`config.mk`:
```
export PLATFORM = sky130hd
export DESIGN_NAME = axil_regbank
export DESIGN_NICKNAME = d
export VERILOG_FILES = /design/src/rtl/axil_regbank_pkg.sv /design/src/rtl/axil_regbank_wr_collect.sv /design/src/rtl/axil_regbank.sv
export SDC_FILE = /design/constraint.sdc
export NUM_CORES = 1
export LEC_CHECK = 0
export ABC_CLOCK_PERIOD_IN_PS = 2400
export BUFFER_PORTS_ARGS = -buffer_cell sky130_fd_sc_hd__buf_2
export CAP_MARGIN = 20
export CORE_ASPECT_RATIO = 0.9
export CORE_MARGIN = 4
export CORE_UTILIZATION = 47
export CTS_CLUSTER_DIAMETER = 120
export DETAILED_ROUTE_END_ITERATION = 12
export PLACE_DENSITY_LB_ADDON = 0.15
export SYNTH_ARGS = -nofsm -noshare
export SYNTH_HDL_FRONTEND = slang
export SYNTH_SLANG_ARGS = --single-unit
export TNS_END_PERCENT = 1
```
`constraint.sdc`:
```
create_clock -name axi_clk -period 2.4 [get_ports axi_clk]
set_input_delay 0.12 -clock axi_clk [delete_from_list [all_inputs] [get_ports axi_clk]]
set_output_delay 0.12 -clock axi_clk [all_outputs]
set_load 0.02 [all_outputs]
```
`src/rtl/axil_regbank_pkg.sv`:
```
// Shared definitions for the axil_regbank AXI4-Lite register bank:
// response codes, write/read FSM state types and the byte-strobe mask helper.
package axil_regbank_pkg;

  localparam logic [1:0] RESP_OKAY   = 2'b00;
  localparam logic [1:0] RESP_SLVERR = 2'b10;

  typedef enum logic [1:0] {
    W_IDLE    = 2'b00,
    W_COLLECT = 2'b01,
    W_RESP    = 2'b10
  } wr_state_t;

  typedef enum logic {
    R_IDLE = 1'b0,
    R_DATA = 1'b1
  } rd_state_t;

  function automatic logic [31:0] strb_to_mask(input logic [3:0] strb);
    logic [31:0] mask;
    mask = 32'h0000_0000;
    for (int b = 0; b < 4; b++) begin
      mask[b*8 +: 8] = {8{strb[b]}};
    end
    return mask;
  endfunction

endpackage

```
`src/rtl/axil_regbank_wr_collect.sv`:
```
// Independent capture of the AXI4-Lite AW and W channels for axil_regbank.
// Each channel is latched on its own handshake; both_held flags a complete write.
module axil_regbank_wr_collect
  import axil_regbank_pkg::*;
#(
  parameter int ADDR_WIDTH = 8
) (
  input  logic                  clk,
  input  logic                  rst_n,
  input  logic [ADDR_WIDTH-1:0] awaddr,
  input  logic                  awvalid,
  output logic                  awready,
  input  logic [31:0]           wdata,
  input  logic [3:0]            wstrb,
  input  logic                  wvalid,
  output logic                  wready,
  input  logic                  hold_off,
  input  logic                  clear,
  output logic                  aw_hs,
  output logic                  w_hs,
  output logic [ADDR_WIDTH-1:0] addr,
  output logic [31:0]           data,
  output logic [3:0]            strb,
  output logic                  both_held
);

  logic aw_held;
  logic w_held;

  assign aw_hs     = awvalid && awready;
  assign w_hs      = wvalid && wready;
  assign both_held = aw_held && w_held;

  // Address channel: latch on handshake, ready only while idle and not held
  always_ff @(posedge clk or negedge rst_n) begin
    if (!rst_n) begin
      aw_held <= 1'b0;
      addr    <= {ADDR_WIDTH{1'b0}};
      awready <= 1'b0;
    end else begin
      if (clear) begin
        aw_held <= 1'b0;
      end else if (aw_hs) begin
        aw_held <= 1'b1;
        addr    <= awaddr;
      end
      awready <= !hold_off && !aw_hs && !aw_held;
    end
  end

  // Data channel: same scheme as the address channel
  always_ff @(posedge clk or negedge rst_n) begin
    if (!rst_n) begin
      w_held <= 1'b0;
      data   <= 32'h0000_0000;
      strb   <= 4'h0;
      wready <= 1'b0;
    end else begin
      if (clear) begin
        w_held <= 1'b0;
      end else if (w_hs) begin
        w_held <= 1'b1;
        data   <= wdata;
        strb   <= wstrb;
      end
      wready <= !hold_off && !w_hs && !w_held;
    end
  end

endmodule

```
`src/rtl/axil_regbank.sv`:
```
// Parametrised AXI4-Lite register bank: NUM_CFG RW config words, NUM_STAT RO status words.
// Optional macro AXIL_REGS_SHADOW_EN: writes land in a shadow bank, applied by a COMMIT word.
module axil_regbank
  import axil_regbank_pkg::*;
#(
  parameter int                      ADDR_WIDTH = 8,
  parameter int                      NUM_CFG    = 8,
  parameter int                      NUM_STAT   = 4,
  parameter logic [NUM_CFG*32-1:0]   CFG_RESET  = {NUM_CFG*32{1'b0}}
) (
  input  logic                                        axi_clk,
  input  logic                                        axi_rstn,
  input  logic [ADDR_WIDTH-1:0]                       axi_awaddr,
  input  logic [2:0]                                  axi_awprot,
  input  logic                                        axi_awvalid,
  output logic                                        axi_awready,
  input  logic [31:0]                                 axi_wdata,
  input  logic [3:0]                                  axi_wstrb,
  input  logic                                        axi_wvalid,
  output logic                                        axi_wready,
  output logic [1:0]                                  axi_bresp,
  output logic                                        axi_bvalid,
  input  logic                                        axi_bready,
  input  logic [ADDR_WIDTH-1:0]                       axi_araddr,
  input  logic [2:0]                                  axi_arprot,
  input  logic                                        axi_arvalid,
  output logic                                        axi_arready,
  output logic [31:0]                                 axi_rdata,
  output logic [1:0]                                  axi_rresp,
  output logic                                        axi_rvalid,
  input  logic                                        axi_rready,
  output logic [NUM_CFG*32-1:0]                       cfg_regs,
  output logic [NUM_CFG-1:0]                          cfg_wr_pulse,
  input  logic [((NUM_STAT > 0) ? NUM_STAT : 1)*32-1:0] stat_regs
);

  localparam logic [31:0] CFG_N    = 32'(NUM_CFG);
  localparam logic [31:0] STAT_END = 32'(NUM_CFG + NUM_STAT);

  wr_state_t wr_state;
  wr_state_t wr_next;
  rd_state_t rd_state;
  rd_state_t rd_next;

  logic                  aw_hs;
  logic                  w_hs;
  logic                  both_held;
  logic                  fire;
  logic                  hold_off;
  logic                  b_hs;
  logic                  ar_hs;
  logic                  r_hs;
  logic [ADDR_WIDTH-1:0] wr_addr;
  logic [31:0]           wr_data;
  logic [3:0]            wr_strb;
  logic [31:0]           wmask;
  logic [31:0]           widx;
  logic [31:0]           ridx;
  logic                  wr_is_cfg;
  logic                  wr_is_commit;
  logic                  wr_ok;
  logic [NUM_CFG*32-1:0] cfg_q;
  logic [NUM_CFG*32-1:0] bank;
  logic [NUM_CFG*32-1:0] bank_next;
  logic [NUM_CFG-1:0]    pulse_next;
  logic [31:0]           rd_word;
  logic [1:0]            rd_resp;
  logic                  unused_bits;

  assign unused_bits = ^{axi_awprot, axi_arprot, wr_addr[1:0], axi_araddr[1:0]};

  axil_regbank_wr_collect #(
    .ADDR_WIDTH(ADDR_WIDTH)
  ) u_wr_collect (
    .clk      (axi_clk),
    .rst_n    (axi_rstn),
    .awaddr   (axi_awaddr),
    .awvalid  (axi_awvalid),
    .awready  (axi_awready),
    .wdata    (axi_wdata),
    .wstrb    (axi_wstrb),
    .wvalid   (axi_wvalid),
    .wready   (axi_wready),
    .hold_off (hold_off),
    .clear    (fire),
    .aw_hs    (aw_hs),
    .w_hs     (w_hs),
    .addr     (wr_addr),
    .data     (wr_data),
    .strb     (wr_strb),
    .both_held(both_held)
  );

  assign widx      = 32'(wr_addr[ADDR_WIDTH-1:2]);
  assign ridx      = 32'(axi_araddr[ADDR_WIDTH-1:2]);
  assign wmask     = strb_to_mask(wr_strb);
  assign b_hs      = axi_bvalid && axi_bready;
  assign ar_hs     = axi_arvalid && axi_arready;
  assign r_hs      = axi_rvalid && axi_rready;
  assign fire      = (wr_state == W_COLLECT) && both_held;
  // Readies stay low from the write cycle until the B handshake completes
  assign hold_off  = fire || ((wr_state == W_RESP) && !b_hs);
  assign wr_is_cfg = (widx < CFG_N);
  assign wr_ok     = wr_is_cfg || wr_is_commit;
  assign cfg_regs  = cfg_q;

`ifdef AXIL_REGS_SHADOW_EN
  logic                  commit;
  logic [NUM_CFG*32-1:0] shadow_q;

  assign wr_is_commit = (widx == STAT_END);
  assign commit       = fire && wr_is_commit && wr_strb[0] && wr_data[0];
  assign bank         = shadow_q;

  // Shadow bank takes all config writes
  always_ff @(posedge axi_clk or negedge axi_rstn) begin
    if (!axi_rstn) begin
      shadow_q <= CFG_RESET;
    end else begin
      shadow_q <= bank_next;
    end
  end

  // Live config copies the shadow bank on commit
  always_ff @(posedge axi_clk or negedge axi_rstn) begin
    if (!axi_rstn) begin
      cfg_q <= CFG_RESET;
    end else if (commit) begin
      cfg_q <= shadow_q;
    end
  end
`else
  assign wr_is_commit = 1'b0;
  assign bank         = cfg_q;

  // Live config takes writes directly
  always_ff @(posedge axi_clk or negedge axi_rstn) begin
    if (!axi_rstn) begin
      cfg_q <= CFG_RESET;
    end else begin
      cfg_q <= bank_next;
    end
  end
`endif

  // Byte-merge the held write into the addressed word and flag its pulse
  always_comb begin
    bank_next  = bank;
    pulse_next = {NUM_CFG{1'b0}};
    for (int n = 0; n < NUM_CFG; n++) begin
      if (fire && wr_is_cfg && (widx == 32'(n))) begin
        bank_next[n*32 +: 32] = (bank[n*32 +: 32] & ~wmask) | (wr_data & wmask);
        pulse_next[n]         = 1'b1;
      end else begin
        bank_next[n*32 +: 32] = bank[n*32 +: 32];
        pulse_next[n]         = 1'b0;
      end
    end
`ifdef AXIL_REGS_SHADOW_EN
    pulse_next = commit ? {NUM_CFG{1'b1}} : {NUM_CFG{1'b0}};
`endif
  end

  // Write pulse register
  always_ff @(posedge axi_clk or negedge axi_rstn) begin
    if (!axi_rstn) begin
      cfg_wr_pulse <= {NUM_CFG{1'b0}};
    end else begin
      cfg_wr_pulse <= pulse_next;
    end
  end

  // Write FSM state register
  always_ff @(posedge axi_clk or negedge axi_rstn) begin
    if (!axi_rstn) begin
      wr_state <= W_IDLE;
    end else begin
      wr_state <= wr_next;
    end
  end

  // Write FSM next state
  always_comb begin
    wr_next = wr_state;
    case (wr_state)
      W_IDLE: begin
        if (aw_hs || w_hs) begin
          wr_next = W_COLLECT;
        end else begin
          wr_next = W_IDLE;
        end
      end
      W_COLLECT: begin
        if (both_held) begin
          wr_next = W_RESP;
        end else begin
          wr_next = W_COLLECT;
        end
      end
      W_RESP: begin
        if (b_hs) begin
          wr_next = W_IDLE;
        end else begin
          wr_next = W_RESP;
        end
      end
      default: wr_next = W_IDLE;
    endcase
  end

  // B channel registers
  always_ff @(posedge axi_clk or negedge axi_rstn) begin
    if (!axi_rstn) begin
      axi_bvalid <= 1'b0;
      axi_bresp  <= RESP_OKAY;
    end else if (fire) begin
      axi_bvalid <= 1'b1;
      axi_bresp  <= wr_ok ? RESP_OKAY : RESP_SLVERR;
    end else if (b_hs) begin
      axi_bvalid <= 1'b0;
    end
  end

  // Read decode; samples the pre-write bank and live status inputs
  always_comb begin
    rd_word = 32'h0000_0000;
    for (int n = 0; n < NUM_CFG; n++) begin
      rd_word = rd_word | ((ridx == 32'(n)) ? bank[n*32 +: 32] : 32'h0000_0000);
    end
    for (int n = 0; n < NUM_STAT; n++) begin
      rd_word = rd_word | ((ridx == (CFG_N + 32'(n))) ? stat_regs[n*32 +: 32] : 32'h0000_0000);
    end
`ifdef AXIL_REGS_SHADOW_EN
    rd_resp = (ridx <= STAT_END) ? RESP_OKAY : RESP_SLVERR;
`else
    rd_resp = (ridx < STAT_END) ? RESP_OKAY : RESP_SLVERR;
`endif
  end

  // Read FSM state register
  always_ff @(posedge axi_clk or negedge axi_rstn) begin
    if (!axi_rstn) begin
      rd_state <= R_IDLE;
    end else begin
      rd_state <= rd_next;
    end
  end

  // Read FSM next state
  always_comb begin
    rd_next = rd_state;
    case (rd_state)
      R_IDLE: begin
        if (ar_hs) begin
          rd_next = R_DATA;
        end else begin
          rd_next = R_IDLE;
        end
      end
      R_DATA: begin
        if (r_hs) begin
          rd_next = R_IDLE;
        end else begin
          rd_next = R_DATA;
        end
      end
      default: rd_next = R_IDLE;
    endcase
  end

  // AR/R channel registers
  always_ff @(posedge axi_clk or negedge axi_rstn) begin
    if (!axi_rstn) begin
      axi_arready <= 1'b0;
      axi_rvalid  <= 1'b0;
      axi_rdata   <= 32'h0000_0000;
      axi_rresp   <= RESP_OKAY;
    end else if (ar_hs) begin
      axi_arready <= 1'b0;
      axi_rvalid  <= 1'b1;
      axi_rdata   <= rd_word;
      axi_rresp   <= rd_resp;
    end else if (r_hs) begin
      axi_rvalid  <= 1'b0;
      axi_arready <= 1'b1;
    end else if (rd_state == R_IDLE) begin
      axi_arready <= 1'b1;
    end
  end

endmodule

```
== Word-level counts from Yosys, hierarchy flattened ==
Index checks and enable logic that the tools add are counted.
Storage, ports and cells
  register bits after elaboration: 354
  logic and storage cells: 156
Cells by class
  reduce and logical (&&, ||, !) cells: 38
  $lt $le $gt $ge: 2
  eq/ne operators: 21
  multiplexer cells: 40
  bitwise logic cells: 31
Operator list (number)
  32-bit bitwise OR: 19
  32-bit 2-to-1 mux: 12
  32-bit AND: 9
  32-bit logical NOT: 2
  6-bit by 3-bit equality test with 1-bit output, second input constant: 8
  32-bit NOT: 1
  6-bit by 2-bit equality test with 1-bit output, second input constant: 4
  6-bit by 4-bit equality test with 1-bit output, second input constant: 4
  1-bit 2-to-1 mux: 22
  1-bit logical AND: 21
  6-bit by 1-bit equality test with 1-bit output, second input constant: 2
  6-bit by 4-bit less-than comparator with 1-bit output, second input constant: 2
  2-bit 2-to-1 mux: 4
  2-bit nonzero test: 4
  1-bit logical NOT: 6
  2-bit one-hot mux with 3 select lines: 1
  2-bit AND reduction: 2
  3-bit by 1-bit inequality test with 1-bit output, second input constant: 1
  2-bit by 1-bit equality test with 1-bit output, second input constant: 1
  2-bit equality test, second input constant: 1
  2-bit logical NOT: 1
  1-bit logical OR: 2
  1-bit NOT: 2
  1-bit one-hot mux with 2 select lines: 1

== Logic depth before layout (Yosys ltp) ==
  word-level depth: 13
  mapped depth: 8
  gate-level depth less buffers: 4

== Hierarchy ==
Synthesis repeated with hierarchy kept, for this count alone.
Second synthesis, totals
  cells, all modules: 1205
  area, all modules: 16107.9 sq um
Modules (own cells, without submodules)
  axil_regbank: area an instance 14148.6 sq um, instances 1, cells each 1098
  axil_regbank_wr_collect: area an instance 1959.4 sq um, instances 1, cells each 107

== Least setup slack after synthesis ==
Ideal clock, no wire load.
  path kind: reg2reg
  from: reg u_wr_collect.addr[7]
  to: reg (tool-made name)
  period minus slack after synthesis: 2.216 ns
  slack: 0.184 ns
  setup time: 0.125 ns
  arrival time: 2.092 ns
  required time: 2.275 ns
  cell stages (with the launch flop): 7
  cells stage by stage: dfrtp_1 or3_1 buf_2 or3_1 buf_4 nor3b_4 mux2_2
RTL lines
  from (decl): RTL line axil_regbank_wr_collect.sv:21  | output logic [ADDR_WIDTH-1:0] addr,
  from (signal assigned): RTL line axil_regbank_wr_collect.sv:38  | addr <= {ADDR_WIDTH{1'b0}};
  from (signal assigned): RTL line axil_regbank_wr_collect.sv:45  | addr <= awaddr;

==> key figures <==
Route
  • Final ANT Viol Nets: 0
  • Total length of routed wires: between 60000 and 70000 µm
  • Initial drt markers: 1058
  • Via/cell ratio: 6.00
  • DR pass1 iterations: 5
  • Routed via count: 14369
  • Residual DRC: 0
  • Wirelength per Cell: 28.1 µm

Synthesis
  • Area fraction in compound gates after synthesis: under 10%
  • Dominant cell type by area after synthesis: dfrtp_1
  • Top_reg_cell synth: dfrtp_1
  • Fraction of registers with async set/reset: 100%
  • Post-Synthesis Mean Instance Area: 12.9 µm²
  • Mux contribution to synthesized area: between 20% and 30%
  • Main combinational cell family by area after synthesis: multiplexers
  • Post-synthesis xor/xnor area fraction: 0%
  • Share of the synthesized area in the top cell type: 53.1%
  • Post-synth EDFFs: 0
  • Number of different library cells in the post-synthesis netlist: 63
  • Post-Syn Instances: roughly 1300
  • Part of the Yosys area used for sequential elements: 53.1%
  • Post-synthesis sequential element count: 350
  • Synthesized area: 16500 µm²
  • Warnings, synthesis: 0
  • Adder-cell area share of the yosys netlist: 0%
  • Synth area leaders: dfrtp_1 53%, mux2_2 22%, mux2i_1 4.1%
  • Post-synthesis simple-gate area fraction: under 10%

Floorplan
  • Standard-cell rows: 64
  • Core area: approximately 34000 µm²
  • Starting density of the core: 48.1%
  • Floorplan die width: between 200 and 250 µm
  • Height of the die: around 190 µm
  • Die Area: about 38000 µm²
  • # IOs: roughly 500

Clock network
  • TritonCTS clock tree: done
  • Clk Latency, worst-skew pair: between 0.5 and 0.6 ns
  • Clock sink count: 350
  • CTS H-tree lvls: 2
  • Clk slew on worst S/H paths: roughly 0.060 ns
  • Root buffer selected by CTS: clkbuf_16
  • Num CTS Buffers: 39
  • Deepest clock path buffer count: 3

GRT
  • Met3 GRT Util: between 8 and 9%
  • Busiest layer in global routing: met2
  • Remaining Overflow, GRT: 0
  • Met2 usage: approximately 56%
  • Wire length of the first global-routing pass: between 90000 and 100000 µm
  • Maximum number of pins on one net before global-route repair: 73
  • GRT Overall Usage: about a third
  • Met1 Track Usage GR: 44.7%
  • Vias in the first global route: roughly 15000
  • Initial antenna violation count: 3

STA
  • Count of final hold-check violations: 0
  • Minimum setup slack in the final design: roughly 0.096 ns
  • Post-Route Skew: approximately 0.01 ns
  • Worst slew margin: about 42%
  • Slew at the pin with the worst max-slew slack: slightly below 0.9 ns
  • Count of final setup violators: 0
  • Fin Setup TNS: 0 ns
  • Max Transition Viols Final: 0
  • Final Critical Period: between 2 and 2.5 ns
  • Setup repair after global routing missed its margin: no
  • Top achievable clock speed: about 430 MHz
  • Crit share post-route: a little over nine tenths

Critical path
  • Category of the worst setup path capture point: flop
  • Critical path's most frequent cell: buf_4
  • Worst endpoint data arrival time: 2.72 ns
  • Top delay family on crit path: simple AND/OR/NAND/NOR gates
  • Worst path max stage delay: roughly 0.43 ns
  • Critical-path cell with the highest stage delay: or3_1
  • Crit path cell chain: or3_1, buf_4, nor4_4, buf_4, nand2_1, mux2_2
  • Startpoint of the most critical setup path: u_wr_collect.addr[7]$_DFFE_PN0P_
  • Sort of element at the start of the critical path: flop
  • Classification of the worst setup path: reg -> reg
  • CP bufs+invs: 2
  • Source of the worst register-to-register timing path: u_wr_collect.addr[7]$_DFFE_PN0P_
  • Top fanout value on the critical path: 8
  • Required @ worst endpoint: 2.81 ns

Final layout
  • Most common library cell in the layout ignoring fill and taps: buf_2
  • Combined flip-flop and latch cell area: ~8800 µm²
  • Layout cells sized above 1: 52.9%
  • Number of nets at the end of the flow: 2102
  • Area of the multi-input gates: approximately 7500 µm²
  • Area added between synthesis and finish: 35.3%
  • Commonest cells after routing, fill and taps aside: 481 x buf_2, 350 x dfrtp_1, 329 x mux2_2
  • Layout Utilization: ~65%
  • Number of fillers in the final layout: 2788

Power
  • Power density relative to cell area: roughly 1000 nW/µm²
  • LEAKAGE: between 10 and 15 nW
  • Worst vdd rail ir drop: about 0.64 mV

Placed design
  • Count of input and output buffers: roughly 490
  • Worst slack after detailed placement: between 0.1 and 0.15 ns
  • Detailed placement HPWL: around 49000 µm
  • Final Wtd Congestion: ~0.91

Run
  • Max-Cap Viols: 0

Hold path
  • Worst hold-check path type: in -> reg
  • Hold path startpoint: stat_regs[3]

Run status
  • Status: finished clean
-- stage by stage --
step	area (µm²)	instances	total power, W	hold WS, ns
floorplan	16500	1282	0.0128	-0.176
global placement	20200	2248	0.0158	0.151
detailed placement	20200	2248	0.0160	0.152
CTS	22300	2393	0.0223	0.00358
global route	22300	2394	0.0232	0.0516
finish	22300	2396	0.0222	0.0271
-- worst reg2reg max path, delay by kind of cell, from the launching register on --
| kind | cells | cell delay [ns] |
|---|---|---|
| buf+inv | 2 | 0.44 |
| flops | 1 | 0.37 |
| mux | 1 | 0.41 |
| simple gates | 3 | 0.96 |
-- metal layers --
metal	up-vias	part of all wire (%)
met1	7282	39
met5	-	0.019
met3	169	9.6
met2	794	47
li1	6122	-
met4	2	4.4
-- cell type report --
cell class                      count  area share, %
Tap cell                          462           2.59
Sequential cell                   350           39.3
Timing Repair Buffer              671           18.9
Clock inverter                      8          0.443
Clock buffer                       55           5.33
Multi-Input combinational cell    842           33.4
Antenna cell                        3         0.0336
Inverter                            5         0.0841
-- what timing repair did --
action | 4_1_cts | 5_1_grt
setup buffers | 0 | 0
gates resized for setup | 0 | 1
hold endpoints to repair | 137 | 0
setup endpoints to repair | 0 | 8
hold buffers | 82 | 0
-- worst paths after layout --
path	endpoint	slack [ns]	depth (start not counted)
hold / removal	axi_rdata[3]$_DFFE_PN0P_	0.03	3
max in group asynchronous	u_wr_collect.addr[6]$_DFFE_PN0P_	1.44	3
setup / recovery	flop	0.1	6
setup reg to reg	flop	0.1	6
min in group asynchronous	u_wr_collect.data[30]$_DFFE_PN0P_	0.18	2
hold reg to reg	axi_arready$_DFFE_PN0P_	0.49	1
-- Yosys cell counts (all sizes together) (6+ instances only) --
master / instances
dfrtp: 350
mux2: 332
mux2i: 68
clkbuf: 58
nor2: 49
nand3: 42
nand2: 36
buf: 27
nor3: 26
a31oi: 24
and3: 22
o21ai: 17
and3b: 15
a22o: 14
a21oi: 13
o32a: 12
a221oi: 11
a22oi: 11
nand3b: 11
nor4: 9
a32o: 8
nor2b: 8
o2bb2ai: 8
a2111oi: 6
a32oi: 6
nor4b: 6
o31ai: 6
or2: 6
-- report_power, final --
group	leakage [nW]	internal, W	switching (W)
logic	6.28	0.00288	0.00389
registers	4.69	0.00748	0.00193
clock network	0.638	0.00364	0.00243
-- kinds of logic (layout without fill, tap and decap cells) --
| family | count (synthesis) | after routing |
|---|---|---|
| multiplexers | 400 | 400 |
| flip-flops | 350 | 350 |
| AND/OR/NAND/NOR | 260 | 260 |
| AO/OA/AOI/OAI | 180 | 180 |
| buffers and inverters | 90 | 739 |
| other | 1 | 5 |
No activity file was read; power rests on OpenSTA's default activity.
